## config.mk

```make
export PLATFORM = sky130hd
export DESIGN_NAME = idct_block_compute
export DESIGN_NICKNAME = d
export VERILOG_FILES = /design/src/rtl/idct_pkg.sv /design/src/rtl/idct_mac.sv /design/src/rtl/idct_block_compute.sv
export SDC_FILE = /design/constraint.sdc
export NUM_CORES = 1
export LEC_CHECK = 0
export BUFFER_PORTS_ARGS = -buffer_cell sky130_fd_sc_hd__buf_2
export CAP_MARGIN = 15
export CORE_MARGIN = 2
export CORE_UTILIZATION = 59
export DETAILED_ROUTE_END_ITERATION = 12
export PLACE_DENSITY = 0.88
export SYNTH_ARGS = -nofsm -noshare
export SYNTH_HDL_FRONTEND = slang
export SYNTH_SLANG_ARGS = --single-unit
```

## constraint.sdc

```tcl
create_clock -name Clock_50 -period 13.9 [get_ports Clock_50]
set_input_delay 1.39 -clock Clock_50 [delete_from_list [all_inputs] [get_ports Clock_50]]
set_output_delay 1.39 -clock Clock_50 [all_outputs]
set_load 0.03 [all_outputs]
```

## src/rtl/idct_pkg.sv

```systemverilog
// Shared types, DPRAM layout and the fixed-point cosine table for the 8x8 IDCT stage.
package idct_pkg;

  typedef enum logic [2:0] {
    S_IDLE,
    S_P1,
    S_P1_FLUSH,
    S_P2,
    S_P2_FLUSH,
    S_DONE
  } idct_state_t;

  localparam logic [8:0] LOADED_BLOCK_OFFSET = 9'd128;
  localparam logic [8:0] RESULT_OFFSET       = 9'd192;
  localparam logic [8:0] T_OFFSET            = 9'd256;
  localparam int unsigned C_FRAC_BITS        = 12;

  // Total pass scaling is 2^(2*C_FRAC_BITS); split as 2^8 after pass 1 and 2^16 after pass 2.
  localparam int unsigned P1_SHIFT = C_FRAC_BITS - 4;
  localparam int unsigned P2_SHIFT = C_FRAC_BITS + 4;

  // C[k][n] = round(4096 * c_k * cos((2n+1)k*pi/16)), folded onto one quarter wave.
  function automatic logic signed [15:0] c_coef(input logic [2:0] k, input logic [2:0] n);
    logic [4:0]         m;
    logic [3:0]         idx;
    logic               neg;
    logic signed [15:0] mag;
    m = {1'b0, n, 1'b1} * {2'b00, k};
    if (m <= 5'd8) begin
      idx = m[3:0];
      neg = 1'b0;
    end else if (m <= 5'd16) begin
      idx = 4'(5'd16 - m);
      neg = 1'b1;
    end else if (m <= 5'd24) begin
      idx = 4'(m - 5'd16);
      neg = 1'b1;
    end else begin
      idx = 4'(5'd0 - m);
      neg = 1'b0;
    end
    case (idx)
      4'd0:    mag = 16'sd2048;
      4'd1:    mag = 16'sd2009;
      4'd2:    mag = 16'sd1892;
      4'd3:    mag = 16'sd1703;
      4'd4:    mag = 16'sd1448;
      4'd5:    mag = 16'sd1138;
      4'd6:    mag = 16'sd784;
      4'd7:    mag = 16'sd400;
      default: mag = 16'sd0;
    endcase
    if (k == 3'd0) begin
      return 16'sd1448;
    end
    return neg ? -mag : mag;
  endfunction

  // Read index bits: [8:6] = output row, [5:3] = output column, [2:0] = k.
  function automatic logic [8:0] rd_addr(input logic pass2, input logic [8:0] cnt);
    if (pass2) begin
      return T_OFFSET + {3'b000, cnt[2:0], cnt[5:3]};
    end
    return LOADED_BLOCK_OFFSET + {3'b000, cnt[8:6], cnt[2:0]};
  endfunction

endpackage

```

## src/rtl/idct_mac.sv

```systemverilog
// Signed multiply-accumulate with per-pass output shaping (pass 1 shift, pass 2 shift + clip).
module idct_mac
  import idct_pkg::*;
(
  input  logic               clk_i,
  input  logic               rst_i,
  input  logic               en_i,
  input  logic               load_i,
  input  logic               pass2_i,
  input  logic signed [31:0] data_i,
  input  logic signed [15:0] coef_i,
  output logic        [31:0] result_o,
  output logic               clip_o
);

  logic signed [31:0] acc_q, acc_d;
  logic signed [31:0] prod;
  logic signed [31:0] sum;
  logic signed [31:0] shifted;
  logic        [7:0]  y;

  always_comb begin
    prod    = data_i * $signed({{16{coef_i[15]}}, coef_i});
    sum     = load_i ? prod : acc_q + prod;
    acc_d   = en_i ? sum : acc_q;
    shifted = pass2_i ? (sum >>> P2_SHIFT) : (sum >>> P1_SHIFT);
    if (shifted < 0) begin
      y = 8'd0;
    end else if (shifted > 255) begin
      y = 8'd255;
    end else begin
      y = shifted[7:0];
    end
    clip_o   = pass2_i && ((shifted < 0) || (shifted > 255));
    result_o = pass2_i ? {24'd0, y} : shifted;
  end

  always_ff @(posedge clk_i or posedge rst_i) begin
    if (rst_i) begin
      acc_q <= '0;
    end else begin
      acc_q <= acc_d;
    end
  end

endmodule

```

## src/rtl/idct_block_compute.sv

```systemverilog
// 8x8 two-pass IDCT over DPRAM: T = S*C, then Y = clip(C^T*T).
// Optional IDCT_CLIP_COUNT_EN adds Clip_count, the number of clipped pass-2 samples.
module idct_block_compute
  import idct_pkg::*;
(
  input  logic        Clock_50,
  input  logic        Reset,
  input  logic        Start,
  output logic        Busy,
  output logic        Done,
  output logic [8:0]  DPRAM_read_address,
  input  logic [31:0] DPRAM_read_data,
  output logic [8:0]  DPRAM_write_address,
  output logic [31:0] DPRAM_write_data,
  output logic        DPRAM_wen
`ifdef IDCT_CLIP_COUNT_EN
  ,
  output logic [6:0]  Clip_count
`endif
);

  idct_state_t state_q, state_d;
  logic [8:0]  rd_cnt_q, rd_cnt_d;
  logic [8:0]  rd_addr_q, rd_addr_d;
  logic        dat_vld_q, dat_vld_d;
  logic [8:0]  dat_cnt_q, dat_cnt_d;
  logic [8:0]  wr_addr_q, wr_addr_d;
  logic [31:0] wr_data_q, wr_data_d;
  logic        wen_q, wen_d;
  logic        busy_q, busy_d;
  logic        done_q, done_d;
`ifdef IDCT_CLIP_COUNT_EN
  logic [6:0]  clip_cnt_q, clip_cnt_d;
`endif

  logic               addr_vld;
  logic               pass2;
  logic [2:0]         dat_k;
  logic [8:0]         rd_cnt_inc;
  logic signed [31:0] mac_data;
  logic signed [15:0] mac_coef;
  logic [31:0]        mac_result;
  logic               mac_clip;

  // Data in the current cycle belongs to the pass named by the state, flush included.
  assign addr_vld   = (state_q == S_P1) || (state_q == S_P2);
  assign pass2      = (state_q == S_P2) || (state_q == S_P2_FLUSH);
  assign dat_k      = dat_cnt_q[2:0];
  assign rd_cnt_inc = rd_cnt_q + 9'd1;
  assign mac_data   = pass2 ? DPRAM_read_data
                            : {{16{DPRAM_read_data[15]}}, DPRAM_read_data[15:0]};
  assign mac_coef   = c_coef(dat_k, pass2 ? dat_cnt_q[8:6] : dat_cnt_q[5:3]);

  idct_mac u_mac (
    .clk_i    (Clock_50),
    .rst_i    (Reset),
    .en_i     (dat_vld_q),
    .load_i   (dat_k == 3'd0),
    .pass2_i  (pass2),
    .data_i   (mac_data),
    .coef_i   (mac_coef),
    .result_o (mac_result),
    .clip_o   (mac_clip)
  );

`ifndef IDCT_CLIP_COUNT_EN
  logic unused_clip;
  assign unused_clip = mac_clip;
`endif

  always_comb begin
    state_d   = state_q;
    rd_cnt_d  = rd_cnt_q;
    rd_addr_d = rd_addr_q;
    dat_vld_d = addr_vld;
    dat_cnt_d = rd_cnt_q;
    wr_addr_d = wr_addr_q;
    wr_data_d = wr_data_q;
    wen_d     = 1'b0;
    busy_d    = busy_q;
    done_d    = 1'b0;
`ifdef IDCT_CLIP_COUNT_EN
    clip_cnt_d = clip_cnt_q;
`endif

    unique case (state_q)
      S_IDLE: begin
        if (Start) begin
          state_d   = S_P1;
          rd_cnt_d  = 9'd0;
          rd_addr_d = rd_addr(1'b0, 9'd0);
          busy_d    = 1'b1;
`ifdef IDCT_CLIP_COUNT_EN
          clip_cnt_d = 7'd0;
`endif
        end
      end
      S_P1: begin
        if (rd_cnt_q == 9'd511) begin
          state_d = S_P1_FLUSH;
        end else begin
          rd_cnt_d  = rd_cnt_inc;
          rd_addr_d = rd_addr(1'b0, rd_cnt_inc);
        end
      end
      S_P1_FLUSH: begin
        // Leave once the last T write is on the bus and no read data is pending.
        if (!dat_vld_q && wen_q) begin
          state_d   = S_P2;
          rd_cnt_d  = 9'd0;
          rd_addr_d = rd_addr(1'b1, 9'd0);
        end
      end
      S_P2: begin
        if (rd_cnt_q == 9'd511) begin
          state_d = S_P2_FLUSH;
        end else begin
          rd_cnt_d  = rd_cnt_inc;
          rd_addr_d = rd_addr(1'b1, rd_cnt_inc);
        end
      end
      S_P2_FLUSH: begin
        if (!dat_vld_q && wen_q) begin
          state_d = S_DONE;
          done_d  = 1'b1;
        end
      end
      S_DONE: begin
        state_d = S_IDLE;
        busy_d  = 1'b0;
      end
      default: begin
        state_d = S_IDLE;
        busy_d  = 1'b0;
      end
    endcase

    // k=7 data completes an output: write it while the next output's reads continue.
    if (dat_vld_q && (dat_k == 3'd7)) begin
      wen_d     = 1'b1;
      wr_addr_d = (pass2 ? RESULT_OFFSET : T_OFFSET) + {3'b000, dat_cnt_q[8:3]};
      wr_data_d = mac_result;
`ifdef IDCT_CLIP_COUNT_EN
      if (mac_clip) begin
        clip_cnt_d = clip_cnt_q + 7'd1;
      end
`endif
    end
  end

  always_ff @(posedge Clock_50 or posedge Reset) begin
    if (Reset) begin
      state_q   <= S_IDLE;
      rd_cnt_q  <= '0;
      rd_addr_q <= '0;
      dat_vld_q <= 1'b0;
      dat_cnt_q <= '0;
      wr_addr_q <= '0;
      wr_data_q <= '0;
      wen_q     <= 1'b0;
      busy_q    <= 1'b0;
      done_q    <= 1'b0;
`ifdef IDCT_CLIP_COUNT_EN
      clip_cnt_q <= '0;
`endif
    end else begin
      state_q   <= state_d;
      rd_cnt_q  <= rd_cnt_d;
      rd_addr_q <= rd_addr_d;
      dat_vld_q <= dat_vld_d;
      dat_cnt_q <= dat_cnt_d;
      wr_addr_q <= wr_addr_d;
      wr_data_q <= wr_data_d;
      wen_q     <= wen_d;
      busy_q    <= busy_d;
      done_q    <= done_d;
`ifdef IDCT_CLIP_COUNT_EN
      clip_cnt_q <= clip_cnt_d;
`endif
    end
  end

  assign Busy                = busy_q;
  assign Done                = done_q;
  assign DPRAM_read_address  = rd_addr_q;
  assign DPRAM_write_address = wr_addr_q;
  assign DPRAM_write_data    = wr_data_q;
  assign DPRAM_wen           = wen_q;
`ifdef IDCT_CLIP_COUNT_EN
  assign Clip_count          = clip_cnt_q;
`endif

endmodule
```

==> results of run 1 <==
-- logic make-up (layout without fill, tap and decap cells) --
group / Yosys count / after routing / share of synthesized area
adders and majority gates: 443 / 443 / 0.4135
DFF: 97 / 97 / 0.1278
and+or+nand+nor: 695 / 695 / 0.1692
AOI/OAI and AO/OA: 363 / 363 / 0.1212
other: 1 / 1 / 0.0001974
xor gates and xnor gates: 90 / 90 / 0.04532
muxes: 21 / 21 / 0.01133
buffers and inverters: 548 / 589 / 0.1115
-- critical path, delay by kind of cell (launching register included) --
family,cells,cell delay [ps]
simple gates,12,2680
xor+xnor,3,430
buf+inv,7,490
compound gates,16,3340
fa+ha+maj,12,5170
mux,2,700
flops,1,390
-- final timing paths --
check,startpoint,end,slack (ps),cells after the start
max,state_q[2],DPRAM_write_data[3],480,52
min,dat_cnt_d[8],dat_cnt_q[8],440,0
max reg2reg,state_q[2],DPRAM_write_data[3],480,52
min reg2reg,dat_cnt_d[8],dat_cnt_q[8],440,0
max in group asynchronous,Reset,state_q[1],11630,3
min in group asynchronous,Reset,DPRAM_write_data[12],1060,2
-- per-stage QoR --
stage          hold WS (ps)  setup TNS [ps]
6_report              442.9               0
3_3_place_gp          395.6               0
3_5_place_dp          417.6          -35.60
5_1_grt               454.0          -743.0
2_1_floorplan         380.2               0
4_1_cts               434.4               0
-- layer usage --
metal  GRT usage  vias to the layer above  part of all wire
met5           0                        -                 0
met4      0.1299                        0             0.045
met3     0.04556                      178             0.079
met2      0.5146                      751              0.50
met1      0.3634                     7852              0.37
li1            -                     7126                 -
-- cell usage in the layout, fill, tap and decap left out, drive strengths merged, types with 11 or more instances in the layout --
cell type,n
a211oi,11
a21o,37
a21oi,113
a31oi,12
and2,106
and3,25
buf,134
dfrtp,97
fa,308
ha,135
inv,439
mux2i,17
nand2,345
nand2b,18
nand3,22
nor2,109
nor2b,16
nor3,13
o21a,15
o21ai,91
xnor2,54
xor2,31
-- timing repair --
action,CTS,global route
resized for setup,2,58
pin swaps,0,9
endpoints found under the setup margin,2,18
setup buffers,0,8
gates cloned,0,2
-- flip-flops by register name (all words and copies together), names as in the netlist --
name / cells
dat_cnt_q: 9
DPRAM_wen: 1
DPRAM_write_address: 8
DPRAM_write_data: 24
u_mac.acc_q: 32
dat_cnt_d: 9
dat_vld_q: 1
DPRAM_read_address: 8
state_q: 3
Done: 1
Busy: 1
-- cell type report --
type / count / area share
clock buffers: 9 / 0.01099
clock inverters: 7 / 0.005558
inverters: 439 / 0.08056
multi-input cells: 1613 / 0.7198
flip-flops and latches: 97 / 0.1186
well taps: 402 / 0.02455
repair buffers: 134 / 0.03989
==> results.toml, run 1 <==
[routing]
antenna_left = 0
routedWlPerCell_um = 18.04
drt_iter0_drc = 1158
viasPerCell = 5.889
wl_um = 48740
drtPass1Iterations = 6
drcViolationCount = 0
vias = 15910

[sta]
fin_crit_ps = 13420
clock.fmax_ghz = 0.07453
relSlewSlack = 0.2971
setup_slack_ps = 482.8
tightest_slew_ps = 1054
setup_viol = 0
finalHoldViolations = 0
fin_worst_skew_ps = 9.458
slew_violations = 0
min_period_over_period = 0.9653

[logic_synthesis]
synth_fp_nets = 2736
async_reset_ff_frac = 1.000
synth.avg_cell_area_um2 = 8.412
synth-edff-count = 0
synth_cell_types = 80
synthCells = 2258
ys_ff_latch = 97
synth_flop_cell = "dfrtp_1"
syn-cell-area_um2 = 18990
ys_seq_area_frac = 0.1278
synth_area_leaders = "fa_1, dfrtp_1, ha_1, inv_1, nand2_1"
synthTopCellsByCount = "inv_1, nand2_1, fa_1"
synth_area_leader_cell = "fa_1"
synth_top_area_frac = 0.3246
synth.most_common_cell = "inv_1"
yosys_warnings = 0

[placement]
hpwl_um = 38380
globalplace.congestion = 0.9688
portBuffers = 86
placedInstanceArea_um2 = 19770
post-place-ws_ps = -20.19
place_inst = 2673

[floorplan]
num_rows = 65
coreArea_um2 = 31640
die_area_um2 = 33640
die_x_um = 183.4
initial_utilization = 0.6004
die-height_um = 183.4
ios = 88

[outcome]
outcome = "complete, no violations"

[worst_setup_path]
cp_data_arrival_time_ps = 13620
cpMaxStageDelayCell = "or4_4"
crit_required_ps = 14110
start_kind = "flip-flop"
max_stage_delay_ps = 560
path_max_fanout = 13
path_class = "reg -> reg"
end_kind = "flip-flop"
cp_common_cell = "fa_1"

[cells_and_area]
fin_area_um2 = 20480
drive_above_1_share = 0.09700
multi_input_area_um2 = 14750
antenna_cells = 0
instances_no_fill = 2701
fill_cells = 2517
area_delta_synth_final_pct = 7.845
final_util = 0.6475
regArea_um2 = 2430
final_nets = 2772

[clocking]
root_buffer = "clkbuf_16"
cts_tree = "yes"
cts-htree-levels = 3
hold_buffers = 0
clock_latency_ps = 360
cts_buffer_depth = 2
cts_sinks = 97
clkSlewWorstSetupHoldPaths_ps = 70
numCtsBuffers = 9

[global_routing]
antenna_found_initial = 0
grt_pass1_wl_um = 79420
grt_pass1_vias = 16580
grt_max_degree = 62
grt_usage = 0.2949
overflow = 0

[min_path]
min_path_type = "reg -> reg"

[run]
cap_viol_max_count = 0
Power of run 1 is left out: the tool's default activity adds up to more than one toggle a clock period on the data nets, which glitch-free logic cannot reach.
==> inputs of run 2 (changes only) <==
Settings changed: CTS_BUF_LIST set to sky130_fd_sc_hd__clkbuf_4.
==> run 2 against run 1 <==
- wire length barely moved
- highest routed layer unchanged
- first-iteration DRC count is 4.2% lower
- die area unchanged
- register-to-register slack better by 90 ps
- fmax up 0.68%
- design area down 0.67%
- sequential share of layout area up 0.080 points
- utilization shrank 0.44 points
- critical path type unchanged
==> results.toml, run 2 (synthesis results as in run 1) <==
[placement]
globalplace.congestion = 0.9688
portBuffers = 86
place_inst = 2673
hpwl_um = 38380
placedInstanceArea_um2 = 19770
post-place-ws_ps = -20.19

[cells_and_area]
largest_register_ffs = 32
final_nets = 2774
top_register = "u_mac.acc_q"
fill_cells = 2552
fin_area_um2 = 20350
multi_input_area_um2 = 14750
antenna_cells = 0
area_delta_synth_final_pct = 7.121
final_common_cell = "inv_1"
drive_above_1_share = 0.09822
instances_no_fill = 2703
final_cell_mix = "inv_1, nand2_1, fa_1"
regArea_um2 = 2430

[sta]
min_period_over_period = 0.9587
relSlewSlack = 0.2994
slew_violations = 0
finalHoldViolations = 0
fin_worst_skew_ps = 16.68
setup_viol = 0
setup_slack_ps = 573.5
fin_crit_ps = 13330
clock.fmax_ghz = 0.07504
tightest_slew_ps = 1051

[routing]
antenna_left = 0
vias = 15920
drcViolationCount = 0
drt_iter0_drc = 1109
wl_um = 48760
routedWlPerCell_um = 18.04
viasPerCell = 5.888
drtPass1Iterations = 7

[min_path]
min_path_type = "reg -> reg"

[run]
cap_viol_max_count = 0

[worst_setup_path]
crit_required_ps = 14290
max_stage_delay_ps = 560
cp_data_arrival_time_ps = 13710
path_max_fanout = 9
path_class = "reg -> reg"
end_kind = "flip-flop"
cpMaxStageDelayCell = "or4_4"
start_kind = "flip-flop"

[floorplan]
ios = 88
num_rows = 65
die-height_um = 183.4
initial_utilization = 0.6004
coreArea_um2 = 31640
die_area_um2 = 33640
die_x_um = 183.4

[global_routing]
grt_usage = 0.2944
grt_pass1_wl_um = 79380
antenna_found_initial = 0
grt_pass1_vias = 16640
grt_max_degree = 62
overflow = 0

[clocking]
root_buffer = "clkbuf_4"
cts_buffer_depth = 2
cts-htree-levels = 3
cts_sinks = 97
clkSlewWorstSetupHoldPaths_ps = 160
cts_tree = "yes"
numCtsBuffers = 9
clock_latency_ps = 490

[outcome]
outcome = "complete, no violations"
==> run 2: cell types whose count changed in the layout (fill, tap and decap cells not counted), sizes merged <==
cell / delta
buf: +2
==> run 2: per-layer routing <==
| metal | global-route usage | part of all wire | up-vias |
|---|---|---|---|
| li1 | - | - | 7132 |
| met2 | 0.5159 | 0.50 | 697 |
| met5 | 0 | 0 | - |
| met3 | 0.04675 | 0.072 | 180 |
| met1 | 0.3613 | 0.38 | 7906 |
| met4 | 0.1264 | 0.044 | 0 |
==> run 2: final timing paths <==
kind,endpoint,cells past startpoint,startpoint,slack [ps]
worst max-delay path,DPRAM_write_data[1],56,state_q[1],570
worst min-delay path,dat_cnt_q[8],0,dat_cnt_d[8],460
worst max register to register,DPRAM_write_data[1],56,state_q[1],570
worst min register to register,dat_cnt_q[8],0,dat_cnt_d[8],460
max in group asynchronous,state_q[1],3,Reset,11790
min in group asynchronous,u_mac.acc_q[23],2,Reset,910
==> run 2: per-stage QoR <==
| stage | utilization | TNS (ps) | hold slack [ps] |
|---|---|---|---|
| 6_report | 0.6431 | 0 | 455.6 |
| 5_1_grt | 0.6431 | -462.2 | 473.4 |
| 4_1_cts | 0.6308 | 0 | 450.8 |
| 3_5_place_dp | 0.6248 | -35.60 | 417.6 |
| 3_3_place_gp | 0.6248 | 0 | 395.6 |
| 2_1_floorplan | - | 0 | 380.2 |
==> run 2: layout make-up <==
| cell class | instances | share of cell area |
|---|---|---|
| timing repair buffer | 136 | 0.04108 |
| clock buffer | 9 | 0.003321 |
| tap | 402 | 0.02472 |
| inverter | 439 | 0.08111 |
| clock inverter | 7 | 0.005596 |
| sequential | 97 | 0.1194 |
| multi-input combinational | 1613 | 0.7248 |
==> run 2: worst max-delay path: cells and delay by family (launching register included) <==
| kind | cells | cell delay, ps |
|---|---|---|
| fa+ha+maj | 13 | 5150 |
| mux | 2 | 650 |
| flops | 1 | 470 |
| buf+inv | 7 | 400 |
| compound gates | 18 | 3290 |
| simple gates | 13 | 2790 |
| xor+xnor | 3 | 430 |
==> run 2: repair_timing <==
action,4_1_cts,5_1_grt
hold buffers,0,0
gates resized for setup,1,62
cloned,0,2
pin swaps,0,11
endpoints found under the setup margin,2,22
buffers inserted,0,10
Power of run 2 is left out for the same reason.
==> inputs of run 3 (changes only) <==
Settings changed: CAP_MARGIN 15 to not set, REMOVE_ABC_BUFFERS set to 1, SLEW_MARGIN set to 20.
==> run 3 against run 2 <==
- worst hold slack better by 0.64 ps
- first-iteration DRC count is 2.4% lower
- count of clock-buffer cells in the layout stayed put
- design area is 0.53% higher
- largest cell class unchanged
==> results.toml, run 3 (synthesis results as in run 1) <==
[worst_setup_path]
cp_common_cell = "inv_1"
crit_family = "adder cells"
reg2reg_slack_ps = 490
startpoint = "state_q[2]"
cp_data_arrival_time_ps = 13800
r2r_start = "state_q[2]"
cpMaxStageDelayCell = "or4_4"
path_max_fanout = 8
path_class = "reg -> reg"
worstReg2RegEnd = "DPRAM_write_data[2]"
reg2reg_depth = 60
timing.critical_path.buf_inv = 12
start_kind = "flip-flop"
crit_required_ps = 14300
max_stage_delay_ps = 580
end_kind = "flip-flop"

[sta]
finalHoldViolations = 0
setup_viol = 0
clock.fmax_ghz = 0.07458
holdWs_ps = 456.3
relSlewSlack = 0.2093
fin_worst_skew_ps = 34.97
min_period_over_period = 0.9647
fin_crit_ps = 13410
tightest_slew_ps = 1180
slew_violations = 0

[clocking]
clock_latency_ps = 510
root_buffer = "clkbuf_4"
numCtsBuffers = 9
cts_tree = "yes"
cts_buffer_depth = 2
clkSlewWorstSetupHoldPaths_ps = 210
cts-htree-levels = 3
cts_sinks = 97
hold_buffers = 0

[min_path]
min_to = "dat_cnt_q[1]"
min_path_cells = 0
hp-start = "dat_cnt_d[1]"
min_path_type = "reg -> reg"

[routing]
vias = 15930
antenna_left = 0
wl_um = 49240
viasPerCell = 5.855
routedWlPerCell_um = 18.10
drtPass1Iterations = 6
drt_iter0_drc = 1082
drcViolationCount = 0

[placement]
portBuffers = 86
hpwl_um = 38710
globalplace.congestion = 0.9676

[global_routing]
overflow = 0
grt_pass1_wl_um = 79990
grt_usage = 0.2949
grt_max_degree = 61
antenna_found_initial = 1
grt_pass1_vias = 16660

[floorplan]
die_x_um = 183.4
die-height_um = 183.4
initial_utilization = 0.6004
coreArea_um2 = 31640
die_area_um2 = 33640
num_rows = 65
ios = 88

[run]
cap_viol_max_count = 0

[cells_and_area]
top_register = "u_mac.acc_q"
final_cell_mix = "inv_1, nand2_1, fa_1"
area_delta_synth_final_pct = 7.687
final_nets = 2790
largest_register_ffs = 32
drive_above_1_share = 0.1040
final_common_cell = "inv_1"

[outcome]
outcome = "complete, no violations"
==> run 3: cell count changes in the layout (fill, tap and decap cells not counted), sizes merged <==
cell      before  now
clkinvlp       2    0
clkinv         3    7
bufinv         2    0
buf          136  152
diode          0    2
==> run 3: final cells by class <==
| class | count | area, um2 |
|---|---|---|
| sequential | 97 | 2432 |
| inverter | 439 | 1650 |
| clock inverter | 7 | 93.84 |
| fill | 2479 | 11180 |
| timing repair buffer | 152 | 975.9 |
| antenna | 2 | 5.005 |
| multi-input combinational | 1613 | 14730 |
| tap | 402 | 503.0 |
| clock buffer | 9 | 67.56 |
==> run 3: per-stage QoR <==
step	setup WS (ps)	instance area, um2	instances	utilization	TNS [ps]
detailed placement	-65.80	19820	2678	0.6264	-132.5
global placement	173.4	19820	2678	0.6264	0
global route	-135.7	20450	2720	0.6465	-708.2
floorplan	-278.7	18530	2149	-	-1976
CTS	14.01	20000	2694	0.6323	0
finish	491.4	20450	2721	0.6465	0
==> run 3: worst max path at each step <==
stage | endpoint | cells after the start
finish | DPRAM_write_data[2] | 60
detailed placement | DPRAM_write_data[7] | 52
global route | DPRAM_write_data[2] | 62
global placement | DPRAM_write_data[7] | 54
CTS | DPRAM_write_data[3] | 54
floorplan | DPRAM_write_data[0] | 52
==> run 3: repair_timing <==
item,in CTS,in global routing
endpoints found under the hold margin,0,0
gates resized for setup,5,64
cloned,0,3
setup buffers,0,22
pin swaps,0,21
endpoints found under the setup margin,8,14
==> run 3: routing by layer <==
layer / vias to the layer above / track usage / share of wire
met3: 129 / 0.04120 / 0.072
met1: 7933 / 0.3725 / 0.39
li1: 7178 / - / -
met5: - / 0 / 0.0025
met4: 2 / 0.1050 / 0.035
met2: 689 / 0.5191 / 0.50
Power of run 3 is left out for the same reason.
